[src/rtl/div.sv]
// 32-bit signed restoring divider: one quotient bit per clock, DONE strobe after 32 steps.
// Optional remainder output enabled by defining DIV_REMAINDER_EN.
module div (
    input  logic        clock,
    input  logic        reset,
    input  logic [31:0] data_operandA,
    input  logic [31:0] data_operandB,
    input  logic        ctrl_DIV,
    output logic [31:0] data_result,
    output logic        data_exception,
`ifdef DIV_REMAINDER_EN
    output logic [31:0] data_remainder,
`endif
    output logic        data_resultRDY
);

    typedef enum logic [1:0] {IDLE, RUN, DONE} state_t;

    state_t      state, next_state;
    logic [31:0] abs_a, abs_b;
    logic [31:0] rem, quo;
    logic [4:0]  cnt;
    logic        sign_a, sign_b;
    logic        div_zero, overflow;
    logic        load, step, finish;
    logic [32:0] shifted, trial;

    always_ff @(posedge clock) begin
        if (reset)
            state <= IDLE;
        else
            state <= next_state;
    end

    // A start edge wins over normal sequencing from any state, which gives abort/restart.
    always_comb begin
        next_state = state;
        if (ctrl_DIV) begin
            next_state = (data_operandB == 32'd0) ? DONE : RUN;
        end else begin
            case (state)
                IDLE:    next_state = IDLE;
                RUN:     if (cnt == 5'd31) next_state = DONE;
                DONE:    next_state = IDLE;
                default: next_state = IDLE;
            endcase
        end
    end

    always_comb begin
        load   = ctrl_DIV;
        step   = !ctrl_DIV && (state == RUN);
        finish = !ctrl_DIV && (state == DONE);
    end

    // The remainder always stays below |B| <= 2^31, so bit 32 of trial is a clean sign bit.
    always_comb begin
        shifted = {rem, quo[31]};
        trial   = shifted - {1'b0, abs_b};
    end

    always_ff @(posedge clock) begin
        if (reset) begin
            abs_a          <= 32'd0;
            abs_b          <= 32'd0;
            sign_a         <= 1'b0;
            sign_b         <= 1'b0;
            div_zero       <= 1'b0;
            overflow       <= 1'b0;
            rem            <= 32'd0;
            quo            <= 32'd0;
            cnt            <= 5'd0;
            data_result    <= 32'd0;
            data_exception <= 1'b0;
            data_resultRDY <= 1'b0;
`ifdef DIV_REMAINDER_EN
            data_remainder <= 32'd0;
`endif
        end else begin
            data_resultRDY <= finish;
            data_exception <= finish && (div_zero || overflow);
            if (load) begin
                sign_a   <= data_operandA[31];
                sign_b   <= data_operandB[31];
                abs_a    <= data_operandA[31] ? -data_operandA : data_operandA;
                abs_b    <= data_operandB[31] ? -data_operandB : data_operandB;
                quo      <= data_operandA[31] ? -data_operandA : data_operandA;
                rem      <= 32'd0;
                cnt      <= 5'd0;
                div_zero <= (data_operandB == 32'd0);
                overflow <= (data_operandA == 32'h8000_0000) && (data_operandB == 32'hFFFF_FFFF);
            end else if (step) begin
                if (!trial[32]) begin
                    rem <= trial[31:0];
                    quo <= {quo[30:0], 1'b1};
                end else begin
                    rem <= shifted[31:0];
                    quo <= {quo[30:0], 1'b0};
                end
                cnt <= cnt + 5'd1;
            end else if (finish) begin
                if (div_zero)
                    data_result <= 32'd0;
                else
                    data_result <= (sign_a ^ sign_b) ? -quo : quo;
`ifdef DIV_REMAINDER_EN
                if (div_zero || overflow)
                    data_remainder <= 32'd0;
                else
                    data_remainder <= sign_a ? -rem : rem;
`endif
            end
        end
    end

endmodule

[config.mk]
export PLATFORM = sky130hd
export DESIGN_NAME = div
export DESIGN_NICKNAME = d
export VERILOG_FILES = /design/src/rtl/div.sv
export SDC_FILE = /design/constraint.sdc
export NUM_CORES = 1
export LEC_CHECK = 0
export CAP_MARGIN = 40
export CORE_UTILIZATION = 45
export DETAILED_ROUTE_END_ITERATION = 16
export PLACE_DENSITY = 0.66
export REMOVE_ABC_BUFFERS = 1
export SYNTH_ARGS = -nofsm -noshare
export SYNTH_HDL_FRONTEND = slang
export SYNTH_SLANG_ARGS = --single-unit
[constraint.sdc]
create_clock -name clock -period 4.75 [get_ports clock]
set_input_delay 0.475 -clock clock [delete_from_list [all_inputs] [get_ports clock]]
set_output_delay 0.475 -clock clock [all_outputs]
set_load 0.03 [all_outputs]
Word level (Yosys, flattened, before mapping)
Index checks and enable logic that the tools add are counted.
Word-level totals
  bits in registers: 141
  input port bits: 67
  output and inout bits: 34
  word-level logic and storage cells: 48
Cells by class
  add/subtract/negate cells: 5
  eq/ne operators: 6
  mux-type cells: 12
  bitwise logic cells: 3
  reduce and logical (&&, ||, !) cells: 10
Operator list (count)
  $mux W32: 7
  $neg A32 Y32: 3
  $eq A32 B32 Y1 const B: 2
  $sub A33 B32 Y33: 1
  $logic_not A32 Y1: 1
  $mux W2: 4
  $add A5 B1 Y5 const B: 1
  $eq A5 B5 Y1 const B: 1
  $logic_and A1 B1 Y1: 4
  $ne A3 B3 Y1 const B: 1
  $reduce_and A3 Y1: 1
  $eq A2 B1 Y1 const B: 1
  $eq A2 B2 Y1 const B: 1
  $not A1 Y1: 2
  $reduce_bool A2 Y1: 1
  $reduce_or A2 Y1: 1
  $logic_not A1 Y1: 1
  $logic_or A1 B1 Y1: 1
  $mux W1: 1
  $xor A1 B1 Y1: 1

Depth between registers and ports, before layout
  depth in word-level cells: 4
  mapped depth: 15
  mapped depth without buffers: 12

Least setup slack after synthesis
Ideal clock, no wire load.
  path kind: in2reg
  start point: input data_operandA[10]
  end point: register quo[29]
  library setup time: 0.086 ns
  data arrival time: 3.132 ns
  data required time: 4.664 ns
  slack: 1.533 ns
  stages on the path: 8
  buffers on the path: 0
  path through: or4_4 or4_4 or2_1 or4_1 or4_4 o41ai_2 xor2_1 a211oi_1
On the way
  longest elaborated chain between the ends: 3
RTL lines
  start, declared: RTL line 6  | input logic [31:0] data_operandA,
  $neg A32 Y32: RTL line 87  | quo <= data_operandA[31] ? -data_operandA : data_operandA;
  $mux W32: RTL line 87
  $mux W32: RTL line 82  | if (load) begin
  end signal, assigned: RTL line 87
  end signal, assigned: RTL line 95  | quo <= {quo[30:0], 1'b1};
  end signal, assigned: RTL line 98  | quo <= {quo[30:0], 1'b0};
  end, declared: RTL line 21  | logic [31:0] rem, quo;
Every way passes these cells.
A chain may end at the register's enable or synchronous reset.

Worst setup path in the final report
  start point: register abs_b[11]
  end point: register quo[0]
On the way
  longest elaborated chain between the ends: 4
RTL lines
  start, declared: RTL line 20  | logic [31:0] abs_a, abs_b;
  start signal, assigned: RTL line 86  | abs_b <= data_operandB[31] ? -data_operandB : data_operandB;
  $sub A33 B32 Y33: RTL line 59  | trial = shifted - {1'b0, abs_b};
  $mux W1: RTL line 93  | if (!trial[32]) begin
  $mux W32: RTL line 92  | end else if (step) begin
  $mux W32: RTL line 82
Every way passes these cells. The select of a mux whose other input is x is not followed.

==> qor.log <==
[run_status] result of the run finished clean
[yosys] sequential-to-total area share from yosys stat 0.3080
[cells_and_area] combined area of the multi-input logic cells 5877 µm²
[yosys] number of warning messages in the yosys log 0
[flow_run] reported max-cap violation count 0
[pwr] leakage 4.220 nW
[floorplan] Boundary Pins 101
[critical_path] data required time of the worst path 5.08 ns
[placed_design] detailed-placement wirelength estimate 17480 µm
[yosys] number of enable flip-flop cells after synthesis 0
[cells_and_area] n_diodes 0
[timing] final period utilization 0.8343
[routing] Pre-Repair DR Iteration Count 5
[pwr] ratio of total power to cell area 313.8 nW/µm²
[routing] via count 8727
[cells_and_area] Storage cell area 2823 µm²
[timing] Final Hold Vio Count 0
[cts] # hold bufs at CTS 0
[cts] CTS-repair resized insts 0
[placed_design] last weighted congestion value of the routability-driven placer 0.8996
[timing] crit path time final 3.963 ns
[cells_and_area] count of fill cells added during filler insertion 1876
[global_route] via count of the first global-routing pass 7772
[yosys] primary flip-flop cell chosen by synthesis mapping sky130_fd_sc_hd__dfxtp_1
[timing] number of max-slew violations in the final report 0
[routing] starting DRC count in detailed routing 618
[routing] final routed DRC violation total 0
[global_route] initial antenna violation count 0
[pwr] Peak supply drop 0.2181 mV
[timing] worst max-slew margin expressed relative to the limit 0.4187
[cells_and_area] layout-stage area growth over the synthesis result 19.77%
[yosys] share of synthesized flip-flops with an asynchronous set or reset 0
[cts] clock edge transition at the registers on the reported setup and hold paths 0.06 ns
[cts] Clock Sink Count 141
[floorplan] vertical die dimension 144.7 µm
[global_route] first-pass GRT wire length 39730 µm
[yosys] count of state elements after synthesis 141
[cts] number of buffers inserted to repair setup after CTS 0
[floorplan] Cell Rows 51
[global_route] maximum number of pins on one net before global-route repair 56
[timing] actual transition at the worst max-transition pin 0.8719 ns
[critical_path] Crit Path Category reg2reg
[floorplan] floorplan die width 144.7 µm
[routing] Post-DRT Antenna Nets 0
[yosys] Unique masters post-synth 67
[floorplan] die area 20940 µm²
[critical_path] category of the worst setup path capture point flop
[yosys] average cell area after synthesis 7.592 µm²
[yosys] cell area after synthesis 9164 µm²
[min_path] worst min-delay path class reg2reg
[cts] H-tree depth 4
[critical_path] Data arrival, critical path 4.29 ns
[floorplan] core area 19720 µm²
[placed_design] area of placed instances 10370 µm²
[routing] mean routed wirelength per cell 15.80 µm
[floorplan] Starting Density 0.4648
[critical_path] Max FO, Critical Path 16
[routing] average vias per placed instance 5.638
[cts] CTS tree yes
[global_route] Tot GR Track Use 0.2403
[placed_design] input/output buffers 100
[cts] insertion delay of the later-clocked pin in the worst-skew pair 0.42 ns
[global_route] total congestion overflow after global routing 0
[timing] maximum clock frequency 252.3 MHz
[cells_and_area] nets 1377
[critical_path] crit start category flop
[cts] Max Root-Sink Buffers 2
[cts] clock root buffer sky130_fd_sc_hd__clkbuf_16
[routing] drt total wl 24460 µm
[timing] Final setup viols 0
[placed_design] number of placed instances, taps included 1517
[cells_and_area] share of cells above drive strength 1 0.05456
[timing] TNS Setup 0 ns
[cts] total clock buffers created by CTS 17
[timing] worst clock skew 0.007346 ns
[cells_and_area] final instance count without filler cells 1548
[cells_and_area] final design instance area without fill 10980 µm²
[timing] setup repair after global routing missed its margin no
[yosys] instance count of the mapped netlist 1207
==> power by group <==
group          switching [mW]  internal [mW]  total (mW)
clock network           0.532          0.843        1.38
registers              0.0533           1.24        1.29
logic                   0.446          0.329       0.775
total                    1.03           2.41        3.44
==> routing by layer <==
layer	share of wire	global-route usage
met1	0.50	0.3364
met2	0.45	0.3836
met3	0.038	0.03093
met4	0.015	0.07147
met5	0	0
==> worst paths after layout <==
| check | endpoint | cells past startpoint | startpoint | slack [ns] |
|---|---|---|---|---|
| worst max-delay path | quo[0]$_SDFFE_PP0P_ | 12 | abs_b[11]$_SDFFE_PP0P_ | 0.79 |
| worst min register to register | cnt[4]$_SDFFE_PP0P_ | 2 | cnt[4]$_SDFFE_PP0P_ | 0.46 |
| worst min-delay path | cnt[4]$_SDFFE_PP0P_ | 2 | cnt[4]$_SDFFE_PP0P_ | 0.46 |
| worst max register to register | quo[0]$_SDFFE_PP0P_ | 12 | abs_b[11]$_SDFFE_PP0P_ | 0.79 |
==> placed cells by master, fill, tap and decap left out, types with 16 or more instances in the layout <==
master / n
sky130_fd_sc_hd__a211oi_1: 43
sky130_fd_sc_hd__a21o_1: 20
sky130_fd_sc_hd__a21oi_1: 98
sky130_fd_sc_hd__a22oi_1: 31
sky130_fd_sc_hd__a31oi_1: 24
sky130_fd_sc_hd__buf_4: 17
sky130_fd_sc_hd__clkbuf_16: 17
sky130_fd_sc_hd__clkdlybuf4s50_1: 98
sky130_fd_sc_hd__dfxtp_1: 141
sky130_fd_sc_hd__ha_1: 38
sky130_fd_sc_hd__inv_1: 54
sky130_fd_sc_hd__nand2_1: 145
sky130_fd_sc_hd__nand3_1: 16
sky130_fd_sc_hd__nor2_1: 134
sky130_fd_sc_hd__o21ai_0: 72
sky130_fd_sc_hd__o31ai_1: 21
sky130_fd_sc_hd__xnor2_1: 54
sky130_fd_sc_hd__xor2_1: 63
==> critical path: stages (launching register included) <==
cell	delay (ns)
sky130_fd_sc_hd__dfxtp_1	0.35
sky130_fd_sc_hd__inv_1	0.05
sky130_fd_sc_hd__ha_1	0.37
sky130_fd_sc_hd__a21oi_1	0.23
sky130_fd_sc_hd__o21ai_0	0.17
sky130_fd_sc_hd__a21o_1	0.20
sky130_fd_sc_hd__o21ba_2	0.23
sky130_fd_sc_hd__a2111oi_1	0.70
sky130_fd_sc_hd__or3_1	0.23
sky130_fd_sc_hd__and2_1	0.71
sky130_fd_sc_hd__buf_4	0.30
sky130_fd_sc_hd__nand2_1	0.07
sky130_fd_sc_hd__a221oi_1	0.25
==> cell usage after synthesis (16+ instances only) <==
cell	count	area share
sky130_fd_sc_hd__a211oi_1	43	0.035
sky130_fd_sc_hd__nand3_1	16	0.0087
sky130_fd_sc_hd__o31ai_1	21	0.017
sky130_fd_sc_hd__a22oi_1	31	0.025
sky130_fd_sc_hd__clkbuf_1	67	0.027
sky130_fd_sc_hd__nor2_1	138	0.057
sky130_fd_sc_hd__a21oi_1	98	0.054
sky130_fd_sc_hd__dfxtp_1	141	0.31
sky130_fd_sc_hd__a21o_1	20	0.016
sky130_fd_sc_hd__xnor2_1	54	0.052
sky130_fd_sc_hd__ha_1	38	0.052
sky130_fd_sc_hd__inv_1	54	0.022
sky130_fd_sc_hd__a31oi_1	24	0.016
sky130_fd_sc_hd__o21ai_0	72	0.039
sky130_fd_sc_hd__nand2_1	145	0.059
sky130_fd_sc_hd__xor2_1	63	0.060
==> final cells by class <==
| cell class | instances | share of cell area |
|---|---|---|
| clock buffer | 23 | 0.04537 |
| clock inverter | 8 | 0.009576 |
| inverter | 54 | 0.01847 |
| multi-input combinational | 940 | 0.5355 |
| sequential | 141 | 0.2572 |
| tap | 265 | 0.03021 |
| timing repair buffer | 117 | 0.1037 |
==> cell families after synthesis <==
kind of cell    count (synthesis)  share of synthesized area
mux                            14                    0.01557
buf+inv                       126                    0.05229
flops                         141                     0.3080
xor+xnor                      117                     0.1118
fa+ha+maj                      39                    0.05407
simple gates                  410                     0.2054
compound gates                360                     0.2529
==> sequential cells by signal (all words and copies together) (netlist names) <==
name / count
div_zero: 1
data_exception: 1
sign_a: 1
overflow: 1
data_resultRDY: 1
cnt: 5
rem: 32
data_result: 32
sign_b: 1
abs_b: 32
quo: 32
state: 2
==> metrics by stage <==
stage	hold slack, ns	worst slack [ns]	power, mW	utilization
after global placement	0.4407	0.6087	2.075	0.5241
after detailed placement	0.4584	0.6225	2.085	0.5260
after floorplan	0.4257	1.252	1.812	-
after global routing	0.5036	0.4892	3.606	0.5566
after CTS	0.4664	0.7826	3.458	0.5566
final	0.4645	0.7872	3.444	0.5566
Note: power is estimated with default switching activity, not from simulation.
